<file path="config.mk">
export PLATFORM = sky130hd
export DESIGN_NAME = pipe_accum_adder_tree
export DESIGN_NICKNAME = d
export VERILOG_FILES = /design/src/rtl/attn_pkg.sv /design/src/rtl/adder_tree_level.sv /design/src/rtl/pipe_accum_adder_tree.sv
export SDC_FILE = /design/constraint.sdc
export NUM_CORES = 1
export LEC_CHECK = 0
export ABC_AREA = 1
export BUFFER_PORTS_ARGS = -buffer_cell sky130_fd_sc_hd__buf_2
export CAP_MARGIN = 20
export CELL_PAD_IN_SITES_DETAIL_PLACEMENT = 1
export CELL_PAD_IN_SITES_GLOBAL_PLACEMENT = 1
export CORE_ASPECT_RATIO = 0.9
export CORE_MARGIN = 10
export CORE_UTILIZATION = 43
export CTS_CLUSTER_SIZE = 16
export DETAILED_ROUTE_END_ITERATION = 10
export PLACE_DENSITY_LB_ADDON = 0.3
export SETUP_SLACK_MARGIN = 0.1
export SYNTH_ARGS = -nofsm -noshare
export SYNTH_HDL_FRONTEND = slang
export SYNTH_SLANG_ARGS = --single-unit
</file>
<file path="constraint.sdc">
create_clock -name clk -period 2.6 [get_ports clk]
set_clock_uncertainty 0.2 [all_clocks]
set_input_delay 0.13 -clock clk [delete_from_list [all_inputs] [get_ports clk]]
set_output_delay 0.13 -clock clk [all_outputs]
set_load 0.02 [all_outputs]
</file>
<file path="src/rtl/attn_pkg.sv">
// Shared width helpers and lane extension for the attention-datapath reduction blocks.
package attn_pkg;

  function automatic int tree_w(input int w, input int lanes);
    return w + $clog2(lanes);
  endfunction

  function automatic int acc_w(input int w, input int lanes, input int max_beats);
    return tree_w(w, lanes) + $clog2(max_beats);
  endfunction

  // Sign- or zero-extends the low w bits of raw to 64 bits; callers truncate to their width.
  function automatic logic [63:0] lane_ext(input logic [63:0] raw, input int w, input bit sgn);
    logic [63:0] r;
    r = raw;
    for (int b = 0; b < 64; b++) begin
      if (b >= w) r[b] = sgn & raw[w-1];
    end
    return r;
  endfunction

endpackage

</file>
<file path="src/rtl/adder_tree_level.sv">
// One registered pairwise-add level of the reduction tree; valid/last travel with the sums.
module adder_tree_level #(
  parameter int LANES = 2,
  parameter int W     = 16
) (
  input  logic                     clk,
  input  logic                     rst,
  input  logic                     en,
  input  logic [LANES*W-1:0]       in_data,
  input  logic                     in_valid,
  input  logic                     in_last,
  output logic [(LANES/2)*W-1:0]   out_data,
  output logic                     out_valid,
  output logic                     out_last
);

  always_ff @(posedge clk) begin
    if (rst) begin
      out_valid <= 1'b0;
      out_last  <= 1'b0;
    end else if (en) begin
      out_valid <= in_valid;
      out_last  <= in_last;
    end
  end

  // Operands are already extended to the full tree width, so the wrap-free sum fits W bits.
  always_ff @(posedge clk) begin
    if (en) begin
      for (int j = 0; j < LANES/2; j++) begin
        out_data[j*W +: W] <= signed'(in_data[(2*j)*W +: W]) + signed'(in_data[(2*j+1)*W +: W]);
      end
    end
  end

endmodule

</file>
<file path="src/rtl/pipe_accum_adder_tree.sv">
// Pipelined lane-reduction adder tree with per-packet accumulation and full-pipeline stall.
module pipe_accum_adder_tree
  import attn_pkg::*;
#(
  parameter int INPUT_DATA_WIDTH = 16,
  parameter int DATA_LENGTH      = 4,
  parameter int SIGNED           = 1,
  parameter int MAX_BEATS        = 16
) (
  input  logic                                              clk,
  input  logic                                              rst,
  input  logic [INPUT_DATA_WIDTH*DATA_LENGTH-1:0]           in_data,
  input  logic                                              in_valid,
  input  logic                                              in_last,
  output logic                                              in_ready,
  output logic [acc_w(INPUT_DATA_WIDTH, DATA_LENGTH, MAX_BEATS)-1:0] out_data,
  output logic                                              out_valid,
  output logic                                              out_ovf,
  input  logic                                              out_ready
);

  localparam int LEVELS = $clog2(DATA_LENGTH);
  localparam int NP     = 1 << LEVELS;
  localparam int TREE_W = tree_w(INPUT_DATA_WIDTH, DATA_LENGTH);
  localparam int ACC_W  = acc_w(INPUT_DATA_WIDTH, DATA_LENGTH, MAX_BEATS);
  localparam int CNT_W  = $clog2(MAX_BEATS + 2);

  logic stall;
  assign stall    = out_valid && !out_ready;
  assign in_ready = !stall;

  // All tree levels packed back to back: level k starts at lane 2*NP - 2*(NP >> k).
  logic [(2*NP-1)*TREE_W-1:0] tree;
  logic [LEVELS:0]            vld_lvl;
  logic [LEVELS:0]            last_lvl;

  // Stage p0: extend lanes and zero-pad up to a power of two.
  for (genvar i = 0; i < NP; i++) begin : g_lane
    if (i < DATA_LENGTH) begin : g_real
      assign tree[i*TREE_W +: TREE_W] = TREE_W'(lane_ext(
          64'(in_data[i*INPUT_DATA_WIDTH +: INPUT_DATA_WIDTH]), INPUT_DATA_WIDTH, SIGNED != 0));
    end else begin : g_pad
      assign tree[i*TREE_W +: TREE_W] = '0;
    end
  end

  assign vld_lvl[0]  = in_valid && in_ready;
  assign last_lvl[0] = in_valid && in_last;

  for (genvar k = 0; k < LEVELS; k++) begin : g_lvl
    localparam int NI  = NP >> k;
    localparam int OFI = 2*NP - 2*(NP >> k);
    localparam int OFO = 2*NP - 2*(NP >> (k+1));
    adder_tree_level #(.LANES(NI), .W(TREE_W)) u_lvl (
      .clk       (clk),
      .rst       (rst),
      .en        (!stall),
      .in_data   (tree[OFI*TREE_W +: NI*TREE_W]),
      .in_valid  (vld_lvl[k]),
      .in_last   (last_lvl[k]),
      .out_data  (tree[OFO*TREE_W +: (NI/2)*TREE_W]),
      .out_valid (vld_lvl[k+1]),
      .out_last  (last_lvl[k+1])
    );
  end

  // Accumulator stage: per-packet running sum and beat count.
  logic signed [TREE_W-1:0] tree_sum;
  logic [ACC_W-1:0]         sum_ext;
  logic [ACC_W-1:0]         acc;
  logic [ACC_W-1:0]         acc_next;
  logic [CNT_W-1:0]         cnt;
  logic [CNT_W-1:0]         cnt_next;
  logic                     first;

  assign tree_sum = tree[(2*NP-2)*TREE_W +: TREE_W];

  always_comb begin
    sum_ext  = (SIGNED != 0) ? ACC_W'(tree_sum) : ACC_W'($unsigned(tree_sum));
    acc_next = (first ? '0 : acc) + sum_ext;
    if (first)                            cnt_next = CNT_W'(1);
    else if (cnt == CNT_W'(MAX_BEATS + 1)) cnt_next = cnt;
    else                                  cnt_next = cnt + CNT_W'(1);
  end

  always_ff @(posedge clk) begin
    if (rst) begin
      out_valid <= 1'b0;
      out_data  <= '0;
      out_ovf   <= 1'b0;
      acc       <= '0;
      cnt       <= '0;
      first     <= 1'b1;
    end else if (!stall) begin
      out_valid <= 1'b0;
      if (vld_lvl[LEVELS]) begin
        if (last_lvl[LEVELS]) begin
          out_valid <= 1'b1;
          out_data  <= acc_next;
          out_ovf   <= cnt_next > CNT_W'(MAX_BEATS);
          first     <= 1'b1;
        end else begin
          acc   <= acc_next;
          cnt   <= cnt_next;
          first <= 1'b0;
        end
      end
    end
  end

endmodule

</file>
Word-level counts from Yosys, hierarchy flattened:

Cells that the tools add are included.

* output and inout port bits: 25
* register bits: 110

* bitwise logic cells: 2
* eq/ne operators: 1
* reduce and logical (&&, ||, !) cells: 8
* magnitude comparators: 1
* $add $sub $neg: 5
* multiplexer cells: 5

Operator list (number)
* $add 16x16->17: 2
* $add 22x22->22: 1
* $mux 22: 1
* $add 18x18->18: 1
* $mux 5: 2
* $reduce_and 3->1: 2
* $add 5x1->5 const B: 1
* $eq 5x5->1 const B: 1
* $gt 5x5->1 const B: 1
* $logic_and 1x1->1: 3
* $logic_not 1->1: 2
* $mux 1: 2
* $not 1->1: 2
* $reduce_and 2->1: 1

Logic depth before layout (Yosys ltp):

Gate-level depths: netlist of the first run.

* depth after elaboration: 4
* gate-level depth with buffers: 18

Modules after synthesis:

From an unflattened synthesis of the first run, not the netlist that was laid out.

* cell total of the unflattened synthesis: 1214
* area, all modules: 8290.5 um^2

By module, submodules not included
* pipe_accum_adder_tree: area an instance 3611.0 um^2, seq. area each 1041.0 um^2, instances 1, cells an instance 600
* adder_tree_level at g_lvl[0].u_lvl: area an instance 3094.2 um^2, seq. area each 1121.1 um^2, instances 1, cells an instance 408
* adder_tree_level at g_lvl[1].u_lvl: area an instance 1585.3 um^2, seq. area each 580.6 um^2, instances 1, cells an instance 206

Worst setup path before layout of the first run:

Ideal clock, no wire load.

* path type: register to register
* from: register first
* to: register acc[14]
* arrival time: 2.074 ns
* stages on the path, launching flop included: 19
* path buffers: 2
* slack: 0.217 ns
* clock period less this slack: 2.383 ns
* data required time: 2.291 ns
* path through: dfxtp_1 > buf_2 > clkbuf_1 > nor2_1 > ha_1 > inv_1 > fa_1 > inv_1 > nand3_1 > nand3_2 > nand2_1 > nand2_2 > nand2_1 > nand2_1 > nand2_1 > nand2_1 > nand2_1 > nand2_1 > inv_1

* cells in the longest elaborated chain, start to end: 2

Ends and longest elaborated chain
* from (decl): line pipe_accum_adder_tree.sv:74 `logic first;`
* from (signal assigned): line pipe_accum_adder_tree.sv:93 `first <= 1'b1;`
* from (signal assigned): line pipe_accum_adder_tree.sv:101 `first <= 1'b1;`
* from (signal assigned): line pipe_accum_adder_tree.sv:105 `first <= 1'b0;`
* $mux 22: line pipe_accum_adder_tree.sv:80 `acc_next = (first ? '0 : acc) + sum_ext;`
* $add 22x22->22: line pipe_accum_adder_tree.sv:80
* to (signal assigned): line pipe_accum_adder_tree.sv:103 `acc <= acc_next;`
* to (decl): line pipe_accum_adder_tree.sv:70 `logic [ACC_W-1:0] acc;`

Every way passes these cells.
A chain may end at the register's enable or synchronous reset.

Final worst setup path of the first run:

Ends and elaborated chain as after synthesis.

==> run metrics, run 1 <==
Residual DRC=0; CP top delay family=simple AND/OR/NAND/NOR gates; Num CTS Buffers=9; Hold/Removal Path Class=primary input to flop; Ys Warns=0; initial antenna violation count=0; Hold WS=12.3 ps; vias per cell=slightly above 5; grt ovf=0; sequential-to-total area share from yosys stat=about 34%; Least-Margin Pin Slew=657 ps; clock buffer depth=2; DR vias=~7,500; DRT iter0 DRCs=around 290; Tcrit/Tclk final=approximately nine tenths; Synth cell types=45; M3 GR Usage=2.76%; Max-Cap Viols=0; Inst Count DP=about 1,400; register bit total from synthesis=108; Slew Viols, Final=0; GR Util All Layers=about a fifth; hold_sp=in_data[63]; Peak VDD IR=approximately 0.32 mV; Worst Path Arrival=about 2500 ps; final setup fails=0; antenna violation net count after detailed routing=0; Die W=~160 um; met2 usage=roughly a third; Clock Sinks=between 100 and 150; CP startpoint kind=flop; endpoints failing hold=0; syn_area_per_cell=7.25 um^2; PD cells=695 nW/um^2; drt pass-1 iters=4; CP Launch Point=first; CTS tree=yes; Buf+Inv Stages, Crit Path=4; first-pass GRT wire length=about 38,000 um; crit path cell chain=buf_6, nor2_2, ha_2, inv_1, fa_2, inv_2, nand3_1, nand3_2, nand2_1, nand2_2, nand2_1, nand2_1, nand2_1, nand2_1, nand2_1, nand2_1, inv_1; Crit Path Category=flop to flop; wire per inst=between 15 and 20 um; Mapped Area=just under 8000 um^2; Leakage Power=4.83 nW; fin cells=~1,500; worst-path fanout max=7; I/O Buffers=between 90 and 100; antenna cell count=0; core area=18,200 um^2; CP Capture Type=flop; unrepaired setup endpoints after global routing=yes; vias in the first global route=around 7,900; Initial Util=~43%; most used routing layer=met2; slowest stage delay, CP=just under 400 ps; status=finished, final reports clean; Critical Path RT=2670 ps; DIE AREA=24,300 um^2; synthesized instance count=around 1,100; layout cells sized above 1=16.3%; DP Wirelength=18,400 um; Syn Nets=between 1,000 and 1,500; Slowest cell on crit path=fa_2; setup TNS=0 ps; Tmin final=2380 ps; R2R Path Start=first; Worst path most repeated cell=nand2_1; largest net degree at the start of global routing=40; I/O pins=94; site row count=47; Post-Route WL=between 20,000 and 25,000 um; fmax=about 420 MHz; clock transition at the registers of the reported paths=roughly 80 ps; PnR worst setup slack=about 220 ps; CTS H-tree depth=3; relative area change from synthesis to final layout=17.5%; Slew headroom=between 50% and 60%; Die Span Y=~150 um; clk_lat worst skew=~370 ps; Placer Congestion=just under 0.9; # nets final=roughly 1,400; pre-CTS WS=approximately 3.8 ps; GRT met1 Usage=22.9%; clock root buffer master=clkbuf_16
## per-stage QoR
step	power, mW	instance area, um^2	utilization, %
floorplan	4.15	7930	-
global placement	4.88	8800	48.3
detailed placement	4.99	8800	48.3
CTS	6.48	9240	50.7
global route	6.94	9320	51.1
finish	6.47	9320	51.1
## cells in the mapped netlist, drive strengths merged
master     n  area share (%)
nor2      91             4.7
xnor2     15             1.7
o21ai     52             4.0
dfxtp     56              14
inv      172             8.2
o31ai      2            0.19
a31oi      6            0.66
nand2    332              16
nand3     68             4.5
a21boi     1           0.095
nor3       4            0.25
buf       11            0.81
clkbuf     3            0.14
fa         4             1.0
o211ai     4            0.38
o21a       3            0.28
nand4     10            0.79
nor4       1           0.079
edfxtp    52              20
xor2      32             3.6
ha        72              11
a211oi     2            0.25
a21oi     84             5.5
a21o       5            0.47
o2111ai    1            0.11
or2        1           0.079
o21bai     3            0.28
a22o       2            0.22
and2       4            0.38
## state kept, by name, indices dropped and copies added (netlist names)
signal,count
acc,22
cnt,5
first,1
g_lvl.u_lvl.out_data,52
g_lvl.u_lvl.out_last,2
g_lvl.u_lvl.out_valid,2
out_data,22
out_ovf,1
out_valid,1
## power breakdown
group / total [mW] / internal [mW] / switching (mW)
Combinational: 2.70 / 1.02 / 1.68
Sequential: 2.32 / 2.16 / 0.159
Clock: 1.44 / 0.757 / 0.686
Total: 6.47 / 3.94 / 2.53
## layout by cell type, fill, tap and decap left out, types with 14 or more instances in the layout
cell / synthesis / final
dfxtp_1: 56 / 55
ha_1: 72 / 70
buf_4: 1 / 27
inv_1: 168 / 167
buf_2: 9 / 93
edfxtp_1: 52 / 52
nand3_1: 64 / 64
nor2_1: 83 / 81
xor2_1: 31 / 31
nand2_1: 323 / 319
o21ai_0: 36 / 36
a21oi_1: 79 / 78
xnor2_1: 15 / 14
## what timing repair did
action / CTS / global route
hold endpoints to repair: 8 / 0
endpoints found under the setup margin: 9 / 20
hold buffers: 13 / 0
buffers inserted: 0 / 5
pin swaps: 0 / 3
gates resized for setup: 2 / 14
## final timing paths
check        slack, ps  cells past startpoint                          end
max                220                     17                      acc[14]
max reg2reg        220                     17                      acc[14]
min reg2reg        250                      2                 out_data[15]
min                 10                      4  g_lvl[0].u_lvl.out_data[34]
## logic make-up after synthesis
kind of cell,after synthesis,share of synthesized area [%]
xor gates and xnor gates,47,5.29
buffers and inverters,186,9.13
adders and majority gates,76,12.4
AOI/OAI and AO/OA,165,12.5
and+or+nand+nor,511,26.8
DFF,108,33.8
## cell type report
cell class                 instances  area (um^2)
fill                            2423         8910
timing repair buffer             135          821
clock buffer                       9          225
multi-input combinational        799         4550
sequential                       108         2690
inverter                         172          648
clock inverter                     7         75.1
tap                              245          307
## worst min-delay path, cell delays in order
cell and delay [ps]:
buf_2 80, ha_1 150, nand2_1 50, nand2_1 60
## routing by layer
| metal | up-vias | wire length [um] |
|---|---|---|
| met2 | 105 | 11900 |
| li1 | 3800 | - |
| met5 | - | 0 |
| met1 | 3544 | 10100 |
| met4 | 0 | 396 |
| met3 | 26 | 676 |
(Power assumes the default switching activity.)
==> run 2: changes to the inputs <==
CORE_MARGIN = 1.5   (was 10)
GPL_ROUTABILITY_DRIVEN = 0   (was unset)
PLACE_DENSITY_LB_ADDON = 0.1   (was 0.3)
==> run 2 against run 1 <==
Compared with the run above:
- sequential share of layout area increased by 0.093 points
- wire length down 3.7%
- clock power down 3%
- sequential power increased by 2%
- combinational power about the same
- utilization increased by 0.94 points
- maximum frequency is 0.34% lower
- worst setup slack worse by 8.2 ps
- sequential cell count is the same
- clock-buffer cell count unchanged
- critical path depth stayed put
- largest power group unchanged
- final cell count down 0.88%
==> run metrics, run 2 (synthesized netlist as in run 1, its figures left out) <==
Residual DRC=0 (unchanged); Slowest cell on crit path=fa_2; final setup fails=0 (unchanged); CTS H-tree depth=3 (unchanged); grt ovf=0 (unchanged); clock buffer depth=2 (unchanged); initial antenna violation count=0 (unchanged); vias in the first global route=7,603 (-4.1%); Buf+Inv Stages, Crit Path=4 (unchanged); Hold/Removal Path Class=primary input to flop; relative area change from synthesis to final layout=17.2%; Biggest register=g_lvl.u_lvl.out_data; DRT iter0 DRCs=247 (-16%); fillers=2,321 (-4.2%); antenna violation net count after detailed routing=0 (unchanged); most frequent cells in the layout=nand2_1 (318), inv_1 (166), buf_2 (93); setup TNS=0 ps (unchanged); drt pass-1 iters=4 (unchanged); I/O pins=94 (unchanged); PD cells=690 nW/um^2 (-0.64%); clock root buffer master=clkbuf_16; unrepaired setup endpoints after global routing=yes; net switching power=2.56 mW (+1.4%); DP Wirelength=17,500 um (-5.3%); crit path cell chain=buf_12, nor2_4, ha_4, inv_2, fa_2, inv_2, nand3_1, nand3_2, nand2_2, nand2_4, nand2_2, nand2_1, nand2_1, nand2_2, nand2_1, nand2_1, inv_1; Reg2Reg Setup Slack=210 ps (about the same); Leakage Power=4.80 nW (-0.62%); status=finished, final reports clean; # nets final=1,362 (-0.58%); Slew headroom=54.8% (-1.4 points); core area=17,800 um^2 (-2.1%); Num CTS Buffers=9 (unchanged); largest net degree at the start of global routing=58 (+45%); DR vias=7,352 (-1.6%); Crit Path Category=flop to flop; Initial Util=44.4% (+0.95 points); first-pass GRT wire length=36,100 um (-5.4%); Post-Route WL=22,100 um (-3.7%); I/O Buffers=93 (unchanged); wire per inst=15.1 um (-2.8%); capture point of the worst reg-to-reg path=acc[12]; Critical Path RT=2670 ps (about the same); DP Area=8760 um^2 (-0.44%); Hold Path End=g_lvl[0].u_lvl.out_data[34]; worst-path fanout max=6 (-1); Core Util, Final=52.0% (+0.94 points); fin cells=1,462 (-0.88%); Inst Count DP=1,430 (-0.76%); R2R Path Start=first; vias per cell=5.03 (-0.77%); Max-Cap Viols=0 (unchanged); Clk pwr share=21.6% (-0.7 points); GR Util All Layers=23.3% (+4.1 points); Clock Sinks=108 (unchanged); Tmin final=2390 ps (+8.17 ps); Die Span Y=132 um (-11%); layout cells sized above 1=16.1% (-0.14 points); Largest regs=g_lvl.u_lvl.out_data (52), acc (22), out_data (22); CP Capture Type=flop; reg2reg path depth=17 (unchanged); clk_lat worst skew=360 ps (about the same); Worst Path Arrival=2460 ps (about the same); CTS tree=yes; Largest register FFs=52 (unchanged); slowest stage delay, CP=420 ps (+30 ps); Hold WS=23.7 ps (+11.3 ps); CP startpoint kind=flop; hold_sp=in_data[63]; fmax=418 MHz (-0.34%); site row count=46 (-2.1%); clock transition at the registers of the reported paths=80 ps (about the same); Tcrit/Tclk final=91.9% (+0.31 points); Worst path most repeated cell=nand2_1; post-route cell area=9290 um^2 (-0.32%); hold-critical path depth=4 (unchanged); share of power burned in registers=36.8% (+0.9 points); Least-Margin Pin Slew=678 ps (+21.3 ps); Slew Viols, Final=0 (unchanged); endpoints failing hold=0 (unchanged); CP top delay family=simple AND/OR/NAND/NOR gates; Comb pwr share=41.6% (-0.2 points); antenna cell count=0 (unchanged); switching share of power=40.0% (+0.95 points); Die W=146 um (-10%); commonest non-fill, non-tap cell in the layout=nand2_1; internal power=3.84 mW (-2.5%); Peak VDD IR=0.363 mV (+13%); DIE AREA=19,300 um^2 (-21%)
run 2: cell types whose count changed in the layout (fill, tap and decap cells not counted), moves of 2 or more:
cell           delta
inv_6             +2
a21oi_2           -2
buf_4             -6
dlygate4sd3_1     -2
buf_6             -2
run 2: cell type report:
type / count / area (um^2) / area share [%]
Multi-Input combinational cell: 799 / 4580 / 49.3
Sequential cell: 108 / 2690 / 28.9
Timing Repair Buffer: 127 / 778 / 8.38
Inverter: 172 / 648 / 6.98
Tap cell: 240 / 300 / 3.23
Clock buffer: 9 / 225 / 2.43
Clock inverter: 7 / 67.6 / 0.728
run 2: worst max path at each step:
stage / from / to / slack (ps) / depth (start not counted)
6_report: first / acc[12] / 210 / 17
5_1_grt: first / acc[12] / 60 / 17
3_5_place_dp: first / acc[12] / 120 / 17
4_1_cts: first / acc[12] / 110 / 17
2_1_floorplan: first / acc[14] / 220 / 18
3_3_place_gp: first / acc[12] / 200 / 17
run 2: what timing repair did:
item                                    in CTS  in global routing
endpoints found under the setup margin       0                 15
hold buffers                                11                  0
resized for setup                            0                 20
hold endpoints to repair                     7                  0
buffers inserted                             0                  4
run 2: per-stage QoR:
stage	setup slack, ps	power [mW]
4_1_cts	106	6.42
6_report	210	6.41
2_1_floorplan	217	4.15
3_5_place_dp	118	4.98
5_1_grt	62.8	6.87
3_3_place_gp	202	4.89
run 2: power groups by stage:
stage	clock network [mW]	logic, mW	registers, mW
detailed placement	0	2.59	2.39
floorplan	0	1.87	2.28
global route	1.47	3.01	2.38
global placement	0	2.52	2.38
CTS	1.42	2.64	2.35
finish	1.39	2.67	2.36
run 2: layer usage:
layer  routed length, um  vias to the layer above  global-route usage (%)
li1                    -                     3776                       -
met1                9580                     3433                    27.2
met2               11400                      109                    43.8
met3                 460                       34                    2.15
met4                 742                        0                    9.20
met5                   0                        -                       0
run 2: tightest hold or removal path, stage by stage:
cell	delay, ps
buf_2	80
ha_1	160
nand2_1	60
nand2_1	60
